--- src/rtl/wb_rr_arbiter_pkg.sv ---
// Shared types and constants for the Wishbone round-robin arbiter (package wb_arb_pkg).
package wb_arb_pkg;

    typedef enum logic {
        ST_IDLE = 1'b0,
        ST_BUSY = 1'b1
    } arb_state_e;

    localparam int TO_CNT_W = 16;

    // Index width for n requesters; never below 1 so a 2-master index still has a bit.
    function automatic int clog2(input int n);
        int w;
        w = 1;
        for (int i = 1; i < 32; i++) begin
            if ((1 << i) < n) w = i + 1;
        end
        return w;
    endfunction

endpackage

--- src/rtl/wb_rr_arbiter_if.sv ---
// Bus bundle between the Wishbone masters, the arbiter and the shared slave interconnect.
interface wb_rr_arbiter_if #(
    parameter int NM = 2,
    parameter int DW = 32,
    parameter int AW = 8
);
    localparam int BE = DW / 8;

    logic [NM-1:0]    wbm_cyc_i;
    logic [NM-1:0]    wbm_stb_i;
    logic [NM-1:0]    wbm_we_i;
    logic [NM*BE-1:0] wbm_sel_i;
    logic [NM*AW-1:0] wbm_adr_i;
    logic [NM*DW-1:0] wbm_dat_i;
    logic [NM*DW-1:0] wbm_dat_o;
    logic [NM-1:0]    wbm_ack_o;
    logic [NM-1:0]    wbm_err_o;
    logic             wbs_cyc_o;
    logic             wbs_stb_o;
    logic             wbs_we_o;
    logic [BE-1:0]    wbs_sel_o;
    logic [AW-1:0]    wbs_adr_o;
    logic [DW-1:0]    wbs_dat_o;
    logic [DW-1:0]    wbs_dat_i;
    logic             wbs_ack_i;
    logic [NM-1:0]    grant_o;

    // Arbiter side: slave to the masters, master to the interconnect.
    modport slave (
        input  wbm_cyc_i, wbm_stb_i, wbm_we_i, wbm_sel_i, wbm_adr_i, wbm_dat_i,
        input  wbs_dat_i, wbs_ack_i,
        output wbm_dat_o, wbm_ack_o, wbm_err_o,
        output wbs_cyc_o, wbs_stb_o, wbs_we_o, wbs_sel_o, wbs_adr_o, wbs_dat_o,
        output grant_o
    );

    // Environment side: the masters plus the slave device.
    modport master (
        output wbm_cyc_i, wbm_stb_i, wbm_we_i, wbm_sel_i, wbm_adr_i, wbm_dat_i,
        output wbs_dat_i, wbs_ack_i,
        input  wbm_dat_o, wbm_ack_o, wbm_err_o,
        input  wbs_cyc_o, wbs_stb_o, wbs_we_o, wbs_sel_o, wbs_adr_o, wbs_dat_o,
        input  grant_o
    );

endinterface

--- src/rtl/wb_rr_arbiter_rr_pick.sv ---
// Combinational round-robin picker: first requester searched from last+1, wrapping.
module rr_pick #(
    parameter int NM = 2,
    parameter int IW = 1
) (
    input  logic [NM-1:0] req,
    input  logic [IW-1:0] last,
    output logic [NM-1:0] gnt,
    output logic [IW-1:0] idx
);

    logic [IW-1:0] cand;
    logic          found;

    always_comb begin
        gnt   = '0;
        idx   = '0;
        found = 1'b0;
        cand  = '0;
        for (int off = 1; off <= NM; off++) begin
            cand = IW'((int'(last) + off) % NM);
            if (!found && req[cand]) begin
                found     = 1'b1;
                gnt[cand] = 1'b1;
                idx       = cand;
            end
        end
    end

endmodule

--- src/rtl/wb_rr_arbiter.sv ---
// Round-robin arbiter sharing one Wishbone slave bus between NUM_MASTERS masters.
// Define WB_ARB_TIMEOUT_EN to enable the stalled-strobe timeout that drives wbm_err_o.
module wb_rr_arbiter
    import wb_arb_pkg::*;
#(
    parameter int NUM_MASTERS    = 2,
    parameter int BUS_DATA_WIDTH = 32,
    parameter int BUS_ADDR_WIDTH = 8,
    parameter int TIMEOUT_CYCLES = 255
) (
    input  logic           wb_clk_i,
    input  logic           wb_rst_n_i,
    wb_rr_arbiter_if.slave bus
);

    localparam int NM = NUM_MASTERS;
    localparam int DW = BUS_DATA_WIDTH;
    localparam int AW = BUS_ADDR_WIDTH;
    localparam int BE = DW / 8;
    localparam int IW = clog2(NM);

    if (NM < 2 || NM > 4 || TIMEOUT_CYCLES < 1 || TIMEOUT_CYCLES > 65535) begin : g_bad_param
        $error("wb_rr_arbiter: parameter out of range");
    end

    arb_state_e    state_q, state_d;
    logic [NM-1:0] grant_q, grant_d;
    logic [IW-1:0] gidx_q, gidx_d;
    logic [IW-1:0] last_q, last_d;
    logic [NM-1:0] pick_gnt;
    logic [IW-1:0] pick_idx;
    logic          to_hit;
    int            gi;

    rr_pick #(.NM(NM), .IW(IW)) u_pick (
        .req  (bus.wbm_cyc_i),
        .last (last_q),
        .gnt  (pick_gnt),
        .idx  (pick_idx)
    );

    // Grant is captured only from IDLE, so every handover passes through one IDLE cycle.
    always_comb begin
        state_d = state_q;
        grant_d = grant_q;
        gidx_d  = gidx_q;
        last_d  = last_q;
        case (state_q)
            ST_IDLE: begin
                if (|bus.wbm_cyc_i) begin
                    state_d = ST_BUSY;
                    grant_d = pick_gnt;
                    gidx_d  = pick_idx;
                end
            end
            ST_BUSY: begin
                if (!bus.wbm_cyc_i[gidx_q]) begin
                    state_d = ST_IDLE;
                    grant_d = '0;
                    last_d  = gidx_q;
                end
            end
            default: state_d = ST_IDLE;
        endcase
    end

    always_ff @(posedge wb_clk_i or negedge wb_rst_n_i) begin
        if (!wb_rst_n_i) begin
            state_q <= ST_IDLE;
            grant_q <= '0;
            gidx_q  <= '0;
            last_q  <= IW'(NM - 1);
        end else begin
            state_q <= state_d;
            grant_q <= grant_d;
            gidx_q  <= gidx_d;
            last_q  <= last_d;
        end
    end

`ifdef WB_ARB_TIMEOUT_EN
    logic [TO_CNT_W-1:0] to_cnt_q, to_cnt_d;

    always_comb begin
        to_cnt_d = '0;
        to_hit   = 1'b0;
        if (state_q == ST_BUSY && bus.wbm_stb_i[gidx_q] && !bus.wbs_ack_i) begin
            if (to_cnt_q == TO_CNT_W'(TIMEOUT_CYCLES)) to_hit = 1'b1;
            else                                       to_cnt_d = to_cnt_q + TO_CNT_W'(1);
        end
    end

    always_ff @(posedge wb_clk_i or negedge wb_rst_n_i) begin
        if (!wb_rst_n_i) to_cnt_q <= '0;
        else             to_cnt_q <= to_cnt_d;
    end
`else
    assign to_hit = 1'b0;
`endif

    // Everything is gated by BUSY, so reset forces all bus outputs low at once.
    always_comb begin
        gi            = int'(gidx_q);
        bus.wbs_cyc_o = 1'b0;
        bus.wbs_stb_o = 1'b0;
        bus.wbs_we_o  = 1'b0;
        bus.wbs_sel_o = '0;
        bus.wbs_adr_o = '0;
        bus.wbs_dat_o = '0;
        bus.wbm_dat_o = '0;
        bus.wbm_ack_o = '0;
        bus.wbm_err_o = '0;
        if (state_q == ST_BUSY) begin
            bus.wbs_cyc_o              = bus.wbm_cyc_i[gidx_q];
            bus.wbs_stb_o              = bus.wbm_stb_i[gidx_q] & ~to_hit;
            bus.wbs_we_o               = bus.wbm_we_i[gidx_q];
            bus.wbs_sel_o              = bus.wbm_sel_i[gi*BE +: BE];
            bus.wbs_adr_o              = bus.wbm_adr_i[gi*AW +: AW];
            bus.wbs_dat_o              = bus.wbm_dat_i[gi*DW +: DW];
            bus.wbm_ack_o[gidx_q]      = bus.wbs_ack_i;
            bus.wbm_dat_o[gi*DW +: DW] = bus.wbs_dat_i;
            bus.wbm_err_o[gidx_q]      = to_hit;
        end
    end

    assign bus.grant_o = grant_q;

endmodule

--- src/flat_wrapper.sv ---
// flat-port wrapper written by rule: the top's interface ports become plain ports
module wb_rr_arbiter_flat import wb_arb_pkg::*;
#(
    parameter int NUM_MASTERS    = 2,
    parameter int BUS_DATA_WIDTH = 32,
    parameter int BUS_ADDR_WIDTH = 8,
    parameter int TIMEOUT_CYCLES = 255
)
  (wb_clk_i, wb_rst_n_i, bus_wbm_cyc_i, bus_wbm_stb_i, bus_wbm_we_i, bus_wbm_sel_i, bus_wbm_adr_i, bus_wbm_dat_i, bus_wbs_dat_i, bus_wbs_ack_i, bus_wbm_dat_o, bus_wbm_ack_o, bus_wbm_err_o, bus_wbs_cyc_o, bus_wbs_stb_o, bus_wbs_we_o, bus_wbs_sel_o, bus_wbs_adr_o, bus_wbs_dat_o, bus_grant_o);
  wb_rr_arbiter_if #(.NM((2)), .DW((32)), .AW((8))) bus_i ();
  input  logic wb_clk_i;
  input  logic wb_rst_n_i;
  input wire logic [$bits(bus_i.wbm_cyc_i)-1:0] bus_wbm_cyc_i;
  input wire logic [$bits(bus_i.wbm_stb_i)-1:0] bus_wbm_stb_i;
  input wire logic [$bits(bus_i.wbm_we_i)-1:0] bus_wbm_we_i;
  input wire logic [$bits(bus_i.wbm_sel_i)-1:0] bus_wbm_sel_i;
  input wire logic [$bits(bus_i.wbm_adr_i)-1:0] bus_wbm_adr_i;
  input wire logic [$bits(bus_i.wbm_dat_i)-1:0] bus_wbm_dat_i;
  input wire logic [$bits(bus_i.wbs_dat_i)-1:0] bus_wbs_dat_i;
  input wire logic [$bits(bus_i.wbs_ack_i)-1:0] bus_wbs_ack_i;
  output wire logic [$bits(bus_i.wbm_dat_o)-1:0] bus_wbm_dat_o;
  output wire logic [$bits(bus_i.wbm_ack_o)-1:0] bus_wbm_ack_o;
  output wire logic [$bits(bus_i.wbm_err_o)-1:0] bus_wbm_err_o;
  output wire logic [$bits(bus_i.wbs_cyc_o)-1:0] bus_wbs_cyc_o;
  output wire logic [$bits(bus_i.wbs_stb_o)-1:0] bus_wbs_stb_o;
  output wire logic [$bits(bus_i.wbs_we_o)-1:0] bus_wbs_we_o;
  output wire logic [$bits(bus_i.wbs_sel_o)-1:0] bus_wbs_sel_o;
  output wire logic [$bits(bus_i.wbs_adr_o)-1:0] bus_wbs_adr_o;
  output wire logic [$bits(bus_i.wbs_dat_o)-1:0] bus_wbs_dat_o;
  output wire logic [$bits(bus_i.grant_o)-1:0] bus_grant_o;
  assign bus_i.wbm_cyc_i = bus_wbm_cyc_i;
  assign bus_i.wbm_stb_i = bus_wbm_stb_i;
  assign bus_i.wbm_we_i = bus_wbm_we_i;
  assign bus_i.wbm_sel_i = bus_wbm_sel_i;
  assign bus_i.wbm_adr_i = bus_wbm_adr_i;
  assign bus_i.wbm_dat_i = bus_wbm_dat_i;
  assign bus_i.wbs_dat_i = bus_wbs_dat_i;
  assign bus_i.wbs_ack_i = bus_wbs_ack_i;
  assign bus_wbm_dat_o = bus_i.wbm_dat_o;
  assign bus_wbm_ack_o = bus_i.wbm_ack_o;
  assign bus_wbm_err_o = bus_i.wbm_err_o;
  assign bus_wbs_cyc_o = bus_i.wbs_cyc_o;
  assign bus_wbs_stb_o = bus_i.wbs_stb_o;
  assign bus_wbs_we_o = bus_i.wbs_we_o;
  assign bus_wbs_sel_o = bus_i.wbs_sel_o;
  assign bus_wbs_adr_o = bus_i.wbs_adr_o;
  assign bus_wbs_dat_o = bus_i.wbs_dat_o;
  assign bus_grant_o = bus_i.grant_o;
  wb_rr_arbiter #(.NUM_MASTERS(NUM_MASTERS), .BUS_DATA_WIDTH(BUS_DATA_WIDTH), .BUS_ADDR_WIDTH(BUS_ADDR_WIDTH), .TIMEOUT_CYCLES(TIMEOUT_CYCLES)) u_core (.wb_clk_i(wb_clk_i), .wb_rst_n_i(wb_rst_n_i), .bus(bus_i));
endmodule
--- config.mk ---
export PLATFORM = sky130hd
export DESIGN_NAME = wb_rr_arbiter_flat
export DESIGN_NICKNAME = d
export VERILOG_FILES = /design/src/rtl/wb_rr_arbiter_pkg.sv /design/src/rtl/wb_rr_arbiter_if.sv /design/src/rtl/wb_rr_arbiter_rr_pick.sv /design/src/rtl/wb_rr_arbiter.sv /design/src/flat_wrapper.sv
export SDC_FILE = /design/constraint.sdc
export NUM_CORES = 1
export LEC_CHECK = 0
export BUFFER_PORTS_ARGS = -buffer_cell sky130_fd_sc_hd__buf_2
export CAP_MARGIN = 20
export CORE_AREA = 2 2 96 98
export CTS_CLUSTER_SIZE = 8
export DETAILED_ROUTE_END_ITERATION = 7
export DIE_AREA = 0 0 98 100
export PLACE_DENSITY_LB_ADDON = 0.2
export SLEW_MARGIN = 0
export SYNTH_ARGS = -nofsm -noshare
export SYNTH_HDL_FRONTEND = slang
export SYNTH_SLANG_ARGS = --single-unit
--- constraint.sdc ---
create_clock -name wb_clk_i -period 2.18 [get_ports wb_clk_i]
set_clock_uncertainty 0.1 [all_clocks]
set_input_delay 0.545 -clock wb_clk_i [delete_from_list [all_inputs] [get_ports wb_clk_i]]
set_output_delay 0.545 -clock wb_clk_i [all_outputs]
set_load 0.02 [all_outputs]
# == After elaboration in Yosys (flattened, before gate mapping) ==
# Index checks and enable logic that the tools add are counted.
# word_totals
reg_bits,67
memories,0
wordCells,71
input_bits,129
output_inout_bits,117
romBits,0
latch_bits,0
mem_bits_rw,0
# op_classes
div_mod_pow,0
mul,0
addsub,3
n_mux,35
order_cmp,6
eq_ne,2
bitwise,7
n_shift,5
n_reduce_logical,9
# op_table
operator,count
greater-or-equal comparator 32 x 1 -> 1 bit (second input constant),3
< comparator 32 x 2 -> 1 bit (second input constant),3
two-way mux 32 bit,3
AND 64 bit,1
two-way mux 64 bit,1
variable shift 32 x 33 -> 64 bit (first input constant),1
indexed part select 32 x 33 -> 64 bit,1
indexed part select 64 x 32 -> 32 bit,1
negator 32 -> 33 bit,1
adder 32 x 2 -> 32 bit (second input constant),1
adder 32 x 3 -> 32 bit (second input constant),1
indexed part select 16 x 32 -> 8 bit,1
indexed part select 8 x 32 -> 4 bit,1
two-way mux 1 bit,19
two-way mux 2 bit,5
two-way mux 8 bit,1
AND reduction 2 bit,3
logical AND 1 bit,4
two-way mux 4 bit,1
case mux 2 bit (2 select lines),1
demux 1 bit (select 1 bit),3
AND 1 bit,2
AND 2 bit,1
inequality test 2 x 1 -> 1 bit (second input constant),1
other kinds (6),7

# == Depth between registers and ports, before layout ==
# Gate-level depths: netlist of the first run.
# depth
depth_word,11
mapped_depth,8
depth_no_buf,5

# == Hierarchy ==
# A second synthesis of the first run with hierarchy kept.
# unflattened
hier_cells,625
area_unflattened_um2,5994.5
# modules_own_cells
mod,n_inst,cells_each,seq_area_each_um2,area_each_um2
wb_rr_arbiter,1,572,1677.9,5609.1
rr_pick,1,53,0.0,385.4

# == Worst setup path before layout of the first run ==
# OpenSTA, ideal clock, no wires.
# synth_path
path_type,flip-flop to output port
from,"register u_core.gidx_q[0], in the netlist u_core.gi[0]"
to,output bus_wbm_dat_o[10]
slack_ns,-0.236
path_stages_with_launch,8
t_arrival_ns,1.771
path_buffers,3
required_time_ns,1.535
path_cell_list,dfrtp_1 -> buf_6 -> buf_6 -> inv_1 -> ha_1 -> nor4_4 -> clkbuf_2 -> and2_1
# synth_via
elab_chain_cells,4
word_cells_on_any_way,5
classes_between,add/sub: 1; shift: 2; mux: 1; bitwise: 1
# synth_lines
item,line_no,rtl
"start, declared",wb_rr_arbiter.sv:28,"logic [IW-1:0] gidx_q, gidx_d;"
"start signal, assigned",wb_rr_arbiter.sv:76,gidx_q <= gidx_d;
negator 32 -> 33 bit *,wb_rr_arbiter.sv:121,bus.wbm_dat_o[gi*DW +: DW] = bus.wbs_dat_i;
indexed part select 32 x 33 -> 64 bit or variable shift 32 x 33 -> 64 bit (tied branches),wb_rr_arbiter.sv:121,
AND 64 bit (no source line) *,n/a,
two-way mux 64 bit *,wb_rr_arbiter.sv:113,if (state_q == ST_BUSY) begin
"end, declared",flat_wrapper.sv:21,output wire logic [$bits(bus_i.wbm_dat_o)-1:0] bus_wbm_dat_o;
# Mark *: on every way between the ends. The rest lies on a longest branch, timed or not.

# == Worst setup path after layout of the first run ==
# layout_path
from,"register u_core.gidx_q[0], in the netlist u_core.gi[0]"
to,output bus_wbm_dat_o[4]
# Same word-level chain as after synthesis.

==> impl_metrics.env, run 1 <==
export IMPL_grt_pass1_vias=2186
export IMPL_hold_violations=0
export IMPL_clk_latency_ps=230
export IMPL_detail_route_antenna_nets=0
export IMPL_syn_cell_area_um2=1560
export IMPL_diodes=0
export IMPL_fp_dieArea_um2=9800
export IMPL_crit_required_ps=1530
export IMPL_place_area_um2=3060
export IMPL_grt_pass1_wl_um=10700
export IMPL_worstSetupPathType="reg2out"
export IMPL_path_delay_family="buffers and inverters"
export IMPL_cpPeakStageDelay_ps=460
export IMPL_netlist_instances=217
export IMPL_cts_buffers=3
export IMPL_vdd_ir_drop_worst_mv=0.383
export IMPL_cts_sinks=7
export IMPL_slew_violations=0
export IMPL_period_needed_ps=2430
export IMPL_total_power_mw=2.99
export IMPL_gp_congestion=0.744
export IMPL_design_final_nets=603
export IMPL_yosysSeqAreaShare=0.113
export IMPL_cpMaxStageDelayCell="dfrtp_2"
export IMPL_worstRegToRegCells=5
export IMPL_startpoint_type="flip-flop"
export IMPL_initial_core_util=0.176
export IMPL_cts_clk_slew_worst_paths_ps=40
export IMPL_cp_end_kind="output port"
export IMPL_status="finished, violations left"
export IMPL_crit_fanout=8
export IMPL_die_y_um=100
export IMPL_cap_violations=0
export IMPL_cts_buffer_depth=2
export IMPL_cts_root_buf="clkbuf_8"
export IMPL_p_per_area_nw_per_um2=773
export IMPL_yosysUniqueCellTypes=26
export IMPL_final_area_um2=3870
export IMPL_wirelength_um=8190
export IMPL_max_freq_mhz=411
export IMPL_ios=246
export IMPL_row_count=35
export IMPL_leakage_nw=2.22
export IMPL_rsz0062_at_grt="yes"
export IMPL_via_count=2463
export IMPL_drc=0
export IMPL_crit_arrival_ps=1790
export IMPL_ys_ff_latch=7
export IMPL_avgSynthCellArea_um2=7.20
export IMPL_wl_per_cell_um=14.1
export IMPL_grt_use_total=0.132
export IMPL_overflow=0
export IMPL_violations="setup timing"
export IMPL_dr_first_iter_drc_count=31
export IMPL_grt_antenna_before_repair=0
export IMPL_worstHoldPathType="in2async"
export IMPL_chipWidth_um=98
export IMPL_fin_crit_sh=1.12
export IMPL_setup_viol=75
export IMPL_portBuffers=243
export IMPL_grt_max_degree=45
export IMPL_nFillCells=879
export IMPL_tns_ps=-13790
export IMPL_setup_ws_ps=-253
export IMPL_cts_hold_buf=0
export IMPL_yosys_warnings=0
export IMPL_areaGrowthSynthToFinish_pct=148
export IMPL_htree_num_levels=1
export IMPL_layout_drive_gt1_share=0.734
export IMPL_critical_path_buf_inv_count=4
export IMPL_via_per_inst=4.24
export IMPL_firstDrtPassIters=4
export IMPL_cp_cell_sequence="inv_4 -> ha_4 -> nor4_4 -> buf_6 -> clkbuf_16 -> and2_4 -> buf_6"
export IMPL_dpl_hpwl_um=5720
export IMPL_crit_cells=7
export IMPL_place_ws_ps=-28.8
export IMPL_cpMostUsedCell="buf_6"
export IMPL_cts_tree="built"
export IMPL_core_area_um2=8890
-- per-layer routing --
layer  routed length, µm  share of wire  track usage
met4                 245          0.030       0.0331
met5                   0              0            0
met1                2830           0.35        0.142
met2                4400           0.54        0.262
met3                 720          0.088       0.0272
-- power breakdown --
group	internal, mW	switching [mW]
Sequential	0.171	0.0470
Combinational	1.29	1.30
Clock	0.127	0.0576
-- path summary, 6_finish.rpt --
path                                  startpoint                     to  slack (ps)
min                                   wb_rst_n_i  u_core.bus.grant_o[1]          50
max reg2reg                         u_core.gi[0]      u_core.last_q[30]         640
max                                 u_core.gi[0]       bus_wbm_dat_o[4]        -250
min reg2reg                u_core.bus.grant_o[1]  u_core.bus.grant_o[1]         400
min in group wb_clk_i      u_core.bus.grant_o[1]  u_core.bus.grant_o[1]         400
max in group asynchronous             wb_rst_n_i       u_core.last_q[0]        1690
-- placed cells by master (no fill, tap or decap), drive strengths merged, types with 2 or more instances in the layout --
master and n:
nand2 3, and2 64, clkbuf 7, conb 2, and3 3, o21ai 5
ha 3, nand2b 2, a21oi 4, nor2 48, inv 4, mux2i 47
dfrtp 6, buf 263
-- cell type report --
type	instances	area, µm²	area share
timing repair buffer	267	2030	0.524
multi-input combinational	188	1460	0.378
sequential	7	178	0.0459
tap	111	139	0.0359
clock buffer	4	45.0	0.0116
inverter	4	17.5	0.00453
-- worst reg2reg max path: stages, from the launching register on --
cell     delay [ps]
dfrtp_2         450
buf_8           190
mux2i_2         230
buf_4           150
nand2_1          50
mux2_2          260
-- state kept, by name, indices dropped and copies added, names as in the netlist --
| signal | flops |
|---|---|
| u_core.bus.grant_o | 2 |
| u_core.gi | 2 |
| u_core.last_q | 2 |
| u_core.state_q | 1 |
-- synthesized netlist by cell type --
cell type  number  area share
a211o_1         1      0.0056
a21oi_1         4       0.013
a22o_1          1      0.0056
and2_1         64        0.26
and3_1          3       0.012
and4_1          1      0.0056
buf_2           3      0.0096
buf_4           5       0.024
buf_6           2       0.014
clkbuf_1        6       0.014
clkbuf_2        3      0.0096
conb_1          1      0.0024
dfrtp_1         6       0.096
dfstp_2         1       0.017
ha_1            3       0.024
inv_1           4      0.0096
mux2_2          1      0.0072
mux2i_1        46        0.29
mux2i_2         1      0.0088
nand2_1         3      0.0072
nand2b_1        2      0.0080
nor2_1         48        0.12
nor4_4          1       0.014
o211a_1         1      0.0064
o21ai_0         5       0.016
or3_1           1      0.0040
-- repair_timing --
action	CTS	global route
setup endpoints to repair	110	110
buffers inserted	5	2
pin swaps	0	37
gates resized for setup	68	114
cloned	5	4
-- cell families (layout without fill, tap and decap cells) --
family | count (synthesis) | after routing | share of synthesized area
compound gates | 12 | 12 | 0.0464
flops | 7 | 7 | 0.113
other cells | 1 | 2 | 0.00240
simple gates | 123 | 123 | 0.422
buf+inv | 23 | 275 | 0.0817
fa+ha+maj | 3 | 3 | 0.0240
mux | 48 | 48 | 0.311
-- through the flow --
stage	util	instances	hold WS, ps
2_1_floorplan	-	218	149
3_3_place_gp	0.345	564	295
3_5_place_dp	0.345	564	295
4_1_cts	0.391	577	53.2
5_1_grt	0.435	581	48.3
6_report	0.435	581	51.2
(Power assumes the default switching activity.)
==> run 2, diff against run 1 <==
Settings changed: BUFFER_PORTS_ARGS -buffer_cell sky130_fd_sc_hd__buf_2 to unset, CORE_AREA 2 2 96 98 to 2 2 95 97, DIE_AREA 0 0 98 100 to 0 0 97 99, DONT_BUFFER_PORTS set to 1.
==> impl_metrics.env, run 2 (same netlist as run 1, synthesis figures left out) <==
export IMPL_firstDrtPassIters=4
export IMPL_design_final_nets=400
export IMPL_nFillCells=898
export IMPL_via_count=1756
export IMPL_worstHoldPathType="in2async"
export IMPL_htree_num_levels=1
export IMPL_hold_violations=0
export IMPL_dr_first_iter_drc_count=16
export IMPL_slew_violations=0
export IMPL_drc=0
export IMPL_startpoint_type="flip-flop"
export IMPL_whs_ps=60.3
export IMPL_path_delay_family="flip-flops"
export IMPL_cpMaxStageDelayCell="dfrtp_2"
export IMPL_wl_per_cell_um=17.3
export IMPL_gp_congestion=0.845
export IMPL_met3_usage=0.0220
export IMPL_grt_use_total=0.109
export IMPL_wirelength_um=6500
export IMPL_chipWidth_um=97
export IMPL_grt_pass1_wl_um=8450
export IMPL_clk_latency_ps=230
export IMPL_layout_drive_gt1_share=0.539
export IMPL_dpl_hpwl_um=4970
export IMPL_grt_use_met2=0.225
export IMPL_r2r_start="u_core.gi[0]"
export IMPL_crit_arrival_ps=1710
export IMPL_final_common_cell="and2_4"
export IMPL_layout_common_cells="64 x and2_4, 52 x buf_4, 47 x nor2_1, 44 x mux2i_1"
export IMPL_ios=246
export IMPL_initial_core_util=0.183
export IMPL_crit_fanout=8
export IMPL_cts_sinks=7
export IMPL_regArea_um2=178
export IMPL_crit_required_ps=1530
export IMPL_cpPeakStageDelay_ps=450
export IMPL_critical_path_buf_inv_count=3
export IMPL_grt_pass1_vias=1632
export IMPL_worstRegToRegCells=4
export IMPL_fp_dieArea_um2=9600
export IMPL_setup_ws_ps=-179
export IMPL_grt_max_degree=48
export IMPL_cp_end_kind="output port"
export IMPL_p_per_area_nw_per_um2=1020
export IMPL_place_area_um2=2160
export IMPL_numPlacedInstances=360
export IMPL_place_ws_ps=24.2
export IMPL_overflow=0
export IMPL_setup_viol=64
export IMPL_cp_cell_sequence="inv_4 -> ha_4 -> nor4_4 -> buf_6 -> clkbuf_16 -> and2_4"
export IMPL_cts_root_buf="clkbuf_8"
export IMPL_via_per_inst=4.68
export IMPL_diodes=0
export IMPL_vdd_ir_drop_worst_mv=0.328
export IMPL_detail_route_antenna_nets=0
export IMPL_grt_use_met1=0.109
export IMPL_multiInputGateArea_um2=1450
export IMPL_row_count=34
export IMPL_core_area_um2=8550
export IMPL_reg2reg_to="u_core.bus.grant_o[0]"
export IMPL_final_area_um2=2460
export IMPL_cts_clk_slew_worst_paths_ps=40
export IMPL_portBuffers=0
export IMPL_violations="setup timing"
export IMPL_status="finished, violations left"
export IMPL_grt_antenna_before_repair=0
export IMPL_areaGrowthSynthToFinish_pct=57.2
export IMPL_max_freq_mhz=424
export IMPL_cts_buffer_depth=2
export IMPL_fin_crit_sh=1.08
export IMPL_cap_violations=0
export IMPL_cts_tree="built"
export IMPL_r2r_setup_slack_ps=400
export IMPL_grt_busiest_layer="met2"
export IMPL_die_y_um=99
export IMPL_cts_buffers=3
export IMPL_period_needed_ps=2360
export IMPL_worstSetupPathType="reg2out"
export IMPL_final_cells=375
export IMPL_rsz0062_at_grt="yes"
export IMPL_leakage_nw=1.24
## run 2: cell types whose count changed in the layout (fill, tap and decap cells not counted), sizes merged
cell	before	now
bufbuf	1	0
dlygate4sd3	0	1
buf	263	60
## run 2: final cells by class
cell class	instances	area share
Inverter	4	0.00713
Multi-Input combinational cell	188	0.591
Tap cell	108	0.0550
Sequential cell	7	0.0723
Timing Repair Buffer	64	0.256
Clock buffer	4	0.0183
## run 2: worst max-delay path by stage
stage,cells after the start,to,from
4_1_cts,5,bus_wbm_dat_o[1],u_core.gi[0]
6_report,6,bus_wbm_dat_o[8],u_core.gi[0]
2_1_floorplan,7,bus_wbm_dat_o[10],u_core.gi[0]
3_5_place_dp,6,bus_wbm_dat_o[1],u_core.gi[30]
5_1_grt,6,bus_wbm_dat_o[8],u_core.gi[0]
3_3_place_gp,5,bus_wbm_dat_o[1],u_core.gi[0]
## run 2: routing by layer
metal | vias to the layer above | routed length [µm]
met5 | - | 0
li1 | 806 | -
met2 | 153 | 3650
met1 | 786 | 2080
met3 | 11 | 605
met4 | 0 | 163
## run 2: repair_timing
action                                 CTS  global route
resized for setup                       37             9
pin swaps                               10             5
hold buffers                             1             0
buffers inserted                         2             2
cloned                                   2             4
setup endpoints to repair              109            80
endpoints found under the hold margin    6             0
## run 2: power breakdown
group	leakage, nW	switching, mW	internal [mW]	total, mW
clock	0.0228	0.0573	0.127	0.184
combinational	1.13	1.14	0.947	2.09
sequential	0.0863	0.0604	0.171	0.231
## run 2: through the flow
step / total power [mW] / setup TNS (ps) / utilization
finish: 2.50 / -9470 / 0.287
global route: 2.65 / -14000 / 0.287
CTS: 2.43 / -8790 / 0.273
detailed placement: 2.11 / 0 / 0.253
global placement: 2.11 / 0 / 0.253
floorplan: 1.63 / -4510 / -
## run 2: worst reg2reg max path: cells and delay by family (launching register included)
family,cells,cell delay [ps]
buffers and inverters,1,310
and+or+nand+nor,1,140
muxes,1,390
AOI/OAI and AO/OA,1,300
DFF,1,420
